--- config.mk ---
export PLATFORM = sky130hd
export DESIGN_NAME = burst_mem_responder
export DESIGN_NICKNAME = d
export VERILOG_FILES = /design/src/rtl/burst_mem_responder.sv
export SDC_FILE = /design/constraint.sdc
export NUM_CORES = 2
export LEC_CHECK = 0
export CORE_MARGIN = 2
export CORE_UTILIZATION = 44
export DETAILED_ROUTE_END_ITERATION = 16
export HOLD_SLACK_MARGIN = 0.02
export PLACE_DENSITY_LB_ADDON = 0.1
export SLEW_MARGIN = 10
export SYNTH_ARGS = -nofsm -noshare
export SYNTH_HDL_FRONTEND = slang
export SYNTH_SLANG_ARGS = --single-unit
--- constraint.sdc ---
create_clock -name clk -period 15.3 [get_ports clk]
set_clock_uncertainty 0.15 [all_clocks]
set_input_delay 4.59 -clock clk [delete_from_list [all_inputs] [get_ports clk]]
set_output_delay 4.59 -clock clk [all_outputs]
set_load 0.005 [all_outputs]
--- src/rtl/burst_mem_responder.sv ---
// burst_mem_responder
//   Memory-side responder for the 4-beat x 64-bit line burst protocol.
//   A request is accepted in IDLE. After LATENCY wait cycles, four beats are
//   returned (read) or absorbed (write), with resp_o high on each beat. One
//   COOL cycle follows, then the block is back in IDLE.
//
//   Optional feature macro: BURST_MEM_PROTOCOL_CHECK_EN (adds sticky err_o).
//
// Ports
//   clk        : clock, rising edge
//   reset      : asynchronous active-high reset
//   address_i  : byte address; line index = address_i[5 +: log2(LINES)]
//   read_i     : read request, held until the burst completes
//   write_i    : write request, held until the burst completes
//   burst_i    : write beat, sampled while resp_o = 1
//   burst_o    : read beat, 0 whenever resp_o = 0
//   resp_o     : beat strobe, 4 consecutive cycles per burst
//   err_o      : sticky protocol error (only with BURST_MEM_PROTOCOL_CHECK_EN)
//
// state | meaning
// IDLE  | waiting for read_i / write_i; latches direction and line index
// WAIT  | latency down-counter running; request lines ignored
// BURST | beats 0..3, one per cycle, resp_o high
// COOL  | one dead cycle while the initiator drops its request
module burst_mem_responder #(
  parameter int LINES   = 16,
  parameter int LATENCY = 2
) (
  input  logic        clk,
  input  logic        reset,
  input  logic [31:0] address_i,
  input  logic        read_i,
  input  logic        write_i,
  input  logic [63:0] burst_i,
  output logic [63:0] burst_o,
  output logic        resp_o
`ifdef BURST_MEM_PROTOCOL_CHECK_EN
  ,
  output logic        err_o
`endif
);

  localparam int IDX_W = $clog2(LINES);
  localparam int WA_W  = IDX_W + 2;

  typedef enum logic [1:0] {S_IDLE, S_WAIT, S_BURST, S_COOL} state_t;

  state_t             state_q, state_d;
  logic [3:0]         lat_q, lat_d;
  logic [1:0]         beat_q, beat_d;
  logic               rd_q, rd_d;
  logic [IDX_W-1:0]   idx_q, idx_d;
  logic               resp_d;
  logic [63:0]        burst_d;

  // Line array stored as 64-bit words addressed by {line, beat}; not reset.
  logic [63:0]        mem [LINES*4];

  // Address bits above the index alias silently; bits [4:0] are ignored.
  logic               unused_addr;
  assign unused_addr = ^{address_i[31:5+IDX_W], address_i[4:0]};

  always_comb begin
    state_d = state_q;
    lat_d   = lat_q;
    beat_d  = beat_q;
    rd_d    = rd_q;
    idx_d   = idx_q;
    case (state_q)
      S_IDLE: begin
        if (read_i || write_i) begin
          rd_d   = read_i;
          idx_d  = address_i[5 +: IDX_W];
          beat_d = 2'd0;
          if (LATENCY == 0) begin
            state_d = S_BURST;
          end else begin
            state_d = S_WAIT;
            lat_d   = 4'(LATENCY - 1);
          end
        end
      end
      S_WAIT: begin
        if (lat_q == 4'd0) begin
          state_d = S_BURST;
          beat_d  = 2'd0;
        end else begin
          lat_d = lat_q - 4'd1;
        end
      end
      S_BURST: begin
        beat_d = beat_q + 2'd1;
        if (beat_q == 2'd3) state_d = S_COOL;
      end
      default: state_d = S_IDLE;
    endcase

    // Outputs are computed from next-state values so they can be registered
    // and still line up with the beat they describe.
    resp_d  = (state_d == S_BURST);
    burst_d = (resp_d && rd_d) ? mem[{idx_d, beat_d}] : 64'd0;
  end

  always_ff @(posedge clk or posedge reset) begin
    if (reset) begin
      state_q <= S_IDLE;
      lat_q   <= 4'd0;
      beat_q  <= 2'd0;
      rd_q    <= 1'b0;
      idx_q   <= '0;
      resp_o  <= 1'b0;
      burst_o <= 64'd0;
    end else begin
      state_q <= state_d;
      lat_q   <= lat_d;
      beat_q  <= beat_d;
      rd_q    <= rd_d;
      idx_q   <= idx_d;
      resp_o  <= resp_d;
      burst_o <= burst_d;
    end
  end

  // Each write beat commits on its own; an async reset leaves IDLE at once,
  // so beats after the reset are never written.
  always_ff @(posedge clk) begin
    if (state_q == S_BURST && !rd_q) begin
      mem[WA_W'({idx_q, beat_q})] <= burst_i;
    end
  end

`ifdef BURST_MEM_PROTOCOL_CHECK_EN
  logic proto_bad;
  assign proto_bad = ((state_q == S_WAIT) || (state_q == S_BURST)) &&
                     (rd_q ? (!read_i || write_i) : (!write_i || read_i));

  always_ff @(posedge clk or posedge reset) begin
    if (reset) begin
      err_o <= 1'b0;
    end else if (proto_bad) begin
      err_o <= 1'b1;
    end
  end
`endif

endmodule

==> flow_summary.ini <==
[clock_network]
clk_latency_ps = 1050
h-tree-depth = 5
clock_path_buffers = 4
cts_buffers = 443
cts-root-buf = clkbuf_16
cts_tree = yes
cts_setup_buffers = 0
ctsResizeCount = 0
hold_buffers = 0
numClockSinks = 4174
cts.clk_slew.worst_paths_ps = 60

[grt]
grt_antenna_before_repair = 71
grt_overflow = 0
grt_max_degree = 203
track_usage_pct = 30.09
grt_first_pass_wirelength_um = 806500
grt_pass1_vias = 101500

[final_layout]
layout.nets = 11490
syn_to_final_growth_pct = 12.79
layout_commonest_cell = edfxtp_1
num-fill-cells = 31320
layout-drive-gt1-share_pct = 9.531
layout_common_cells = 4096 x edfxtp_1, 2281 x nand2_1, 810 x a211oi_1
fin_cells = 16770

[pwr]
ir_drop_v = 0.0001880
powerDensity_nw_per_um2 = 183.5
swShare_pct = 36.38
p_leak_nw = 61.08
clkPwrFrac_pct = 31.2
switchingPower_mw = 12.44
internal-power_mw = 21.75
pwr-share-seq_pct = 37.5
pwr-share-comb_pct = 31.4
p_total_mw = 34.18

[synth]
syn-cell-area_um2 = 165200
netlist_instances = 11450
avgSynthCellArea_um2 = 14.43
yosysSeqAreaShare_pct = 75.64
synth_flop_cell = edfxtp_1
ys.warnings.count = 0
ys_seq_elements = 4174
synthesis.nets = 11550
synth_edf_count = 4096
ys_types = 81
synthArstFlopShare_pct = 1.869

[floorplanning]
start_util_pct = 44.28
io_pins = 165
die_h_um = 616.7
die_w_um = 616.7
fp.coreArea_um2 = 373000
fp.dieArea_um2 = 380300
rows = 224

[critical_path]
rr_endpoint = burst_o[25]$_DFF_PP0_
worstSetupPathType = input pin to flop
startpoint_type = input pin
critical_path.max_stage_delay_ps = 810
startpoint = read_i
r2r-start = state_q[1]$_DFF_PP0_
reg2regPathDepth = 11
cp_common_cell = buf_4
path_cells = clkdlybuf4s50_1 -> or2_1 -> nand3_4 -> and2_4 -> inv_8 -> buf_12 -> buf_4 -> buf_4 -> a211oi_1 -> a311oi_1 -> a31oi_1 -> o22ai_1 -> or4_1
ff2ff_setup_slack_ps = 8460
crit_end = burst_o[23]$_DFF_PP0_
cp_max_fo = 175
crit_slowest_cell = or2_1
cp_data_required_time_ps = 16040
arrival_ps = 11170
end_kind = flop

[routing]
route.vias.total = 107700
route.detailed.drc = 0
wl_um = 584200
drt-wirelength-per-cell_um = 34.85
vias_per_cell = 6.426
ant_nets = 0
drt_iter0_drc = 14940
drt_pass1_iterations = 7

[timing]
slew_viol_final = 0
rsz0062_at_grt = false
maxSlewHeadroom_pct = 7.411
worstMarginPinSlew_ps = 1389
hold_viol_final = 0
layout_min_cycle_time_ps = 10430
setup_viol = 0
fmax_mhz = 95.85
finalCritPeriodShare_pct = 68.19
fin_tns_setup_ps = 0

[placement]
port_buffers = 136
place_inst = 15920
routabilityCongestion = 0.8082
hpwl_um = 292700

[run]
drv_cap = 0

[outcome]
status = completed

[hold_path]
hp-class = flop to flop
## worst min-delay path by stage
stage                         start  slack [ps]  cells after the start                    to
4_1_cts        lat_q[3]$_DFFE_PP0P_         410                      2  lat_q[3]$_DFFE_PP0P_
5_1_grt        lat_q[3]$_DFFE_PP0P_         450                      2  lat_q[3]$_DFFE_PP0P_
3_5_place_dp   lat_q[3]$_DFFE_PP0P_         400                      2  lat_q[3]$_DFFE_PP0P_
6_report       lat_q[3]$_DFFE_PP0P_         420                      2  lat_q[3]$_DFFE_PP0P_
2_1_floorplan  lat_q[1]$_DFFE_PP0P_         340                      2  lat_q[1]$_DFFE_PP0P_
3_3_place_gp   lat_q[1]$_DFFE_PP0P_         370                      2  lat_q[1]$_DFFE_PP0P_
## cell usage after synthesis (30+ instances only)
library cell  number  share of area, %
o21ai_0          144              0.44
a21oi_1          164              0.50
nor3_1            37              0.11
nand2_1         2287               5.2
a32oi_1           42              0.22
a211oi_1         810               3.7
clkbuf_1         596               1.4
mux2i_1          159              0.96
or3_1             36              0.14
buf_1             89              0.20
nand4_1           36              0.14
nor4_1            30              0.11
a2111oi_0         46              0.24
nor2_1           173              0.39
and3_1           755               2.9
o22ai_1           49              0.19
buf_2            203              0.62
o211ai_1          30              0.14
dfrtp_1           78               1.2
edfxtp_1        4096                74
a311oi_1         494               2.6
a31oi_1          267               1.0
nand3_1          509               1.5
## cell families (layout without fill, tap and decap cells)
| family | after synthesis | count (layout) | synth area share [%] |
|---|---|---|---|
| flip-flops | 4174 | 4174 | 75.64 |
| AND/OR/NAND/NOR | 3941 | 3941 | 10.82 |
| multiplexers | 169 | 169 | 1.086 |
| AO/OA/AOI/OAI | 2231 | 2231 | 10.08 |
| buffers and inverters | 928 | 1254 | 2.344 |
| adder cells (fa/ha/maj) | 3 | 3 | 0.02273 |
| other | 0 | 21 | 0 |
## registers in the layout, summed over array words and instances (netlist names)
signal and count:
mem 4096, burst_o 64, idx_q 4, lat_q 4, beat_q 2, state_q 2
rd_q 1, resp_o 1
## worst max-delay path, delay by kind of cell
kind                   cells  cell delay, ps
buffers and inverters      5            2850
AO/OA/AOI/OAI              4             980
AND/OR/NAND/NOR            4            2140
## final cells by class
cell class / instances / area [um^2] / share of cell area, %
inverters: 12 / 77.57 / 0.04164
well taps: 4972 / 6221 / 3.339
repair buffers: 415 / 3493 / 1.875
multi-input cells: 6344 / 37070 / 19.90
clock buffers: 570 / 11940 / 6.408
flip-flops and latches: 4174 / 125000 / 67.07
clock inverters: 257 / 2501 / 1.343
diodes: 21 / 52.55 / 0.02821
## power by group through the flow
stage	registers (mW)	logic, mW	clock network [mW]
finish	12.8	10.7	10.7
global route	12.8	11.5	11.2
CTS	12.8	10.6	10.8
detailed placement	13.0	10.6	0
global placement	13.0	10.5	0
floorplan	12.9	6.89	0
## layer usage
layer / track usage, % / routed length, um
met1: 42.93 / 240700
met5: 0 / 172
met3: 5.076 / 55440
met4: 10.71 / 21580
met2: 46.68 / 266300
## stage by stage
step / utilization (%) / instance area, um^2 / hold WS (ps) / setup WS (ps)
floorplan: - / 165200 / 341.7 / 8014
global placement: 46.04 / 171800 / 370.8 / 4143
detailed placement: 46.06 / 171800 / 398.9 / 4080
CTS: 49.93 / 186300 / 412.5 / 5116
global route: 49.94 / 186300 / 452.9 / 4721
finish: 49.94 / 186300 / 418.0 / 4867
Power figures use the tool's default switching activity.
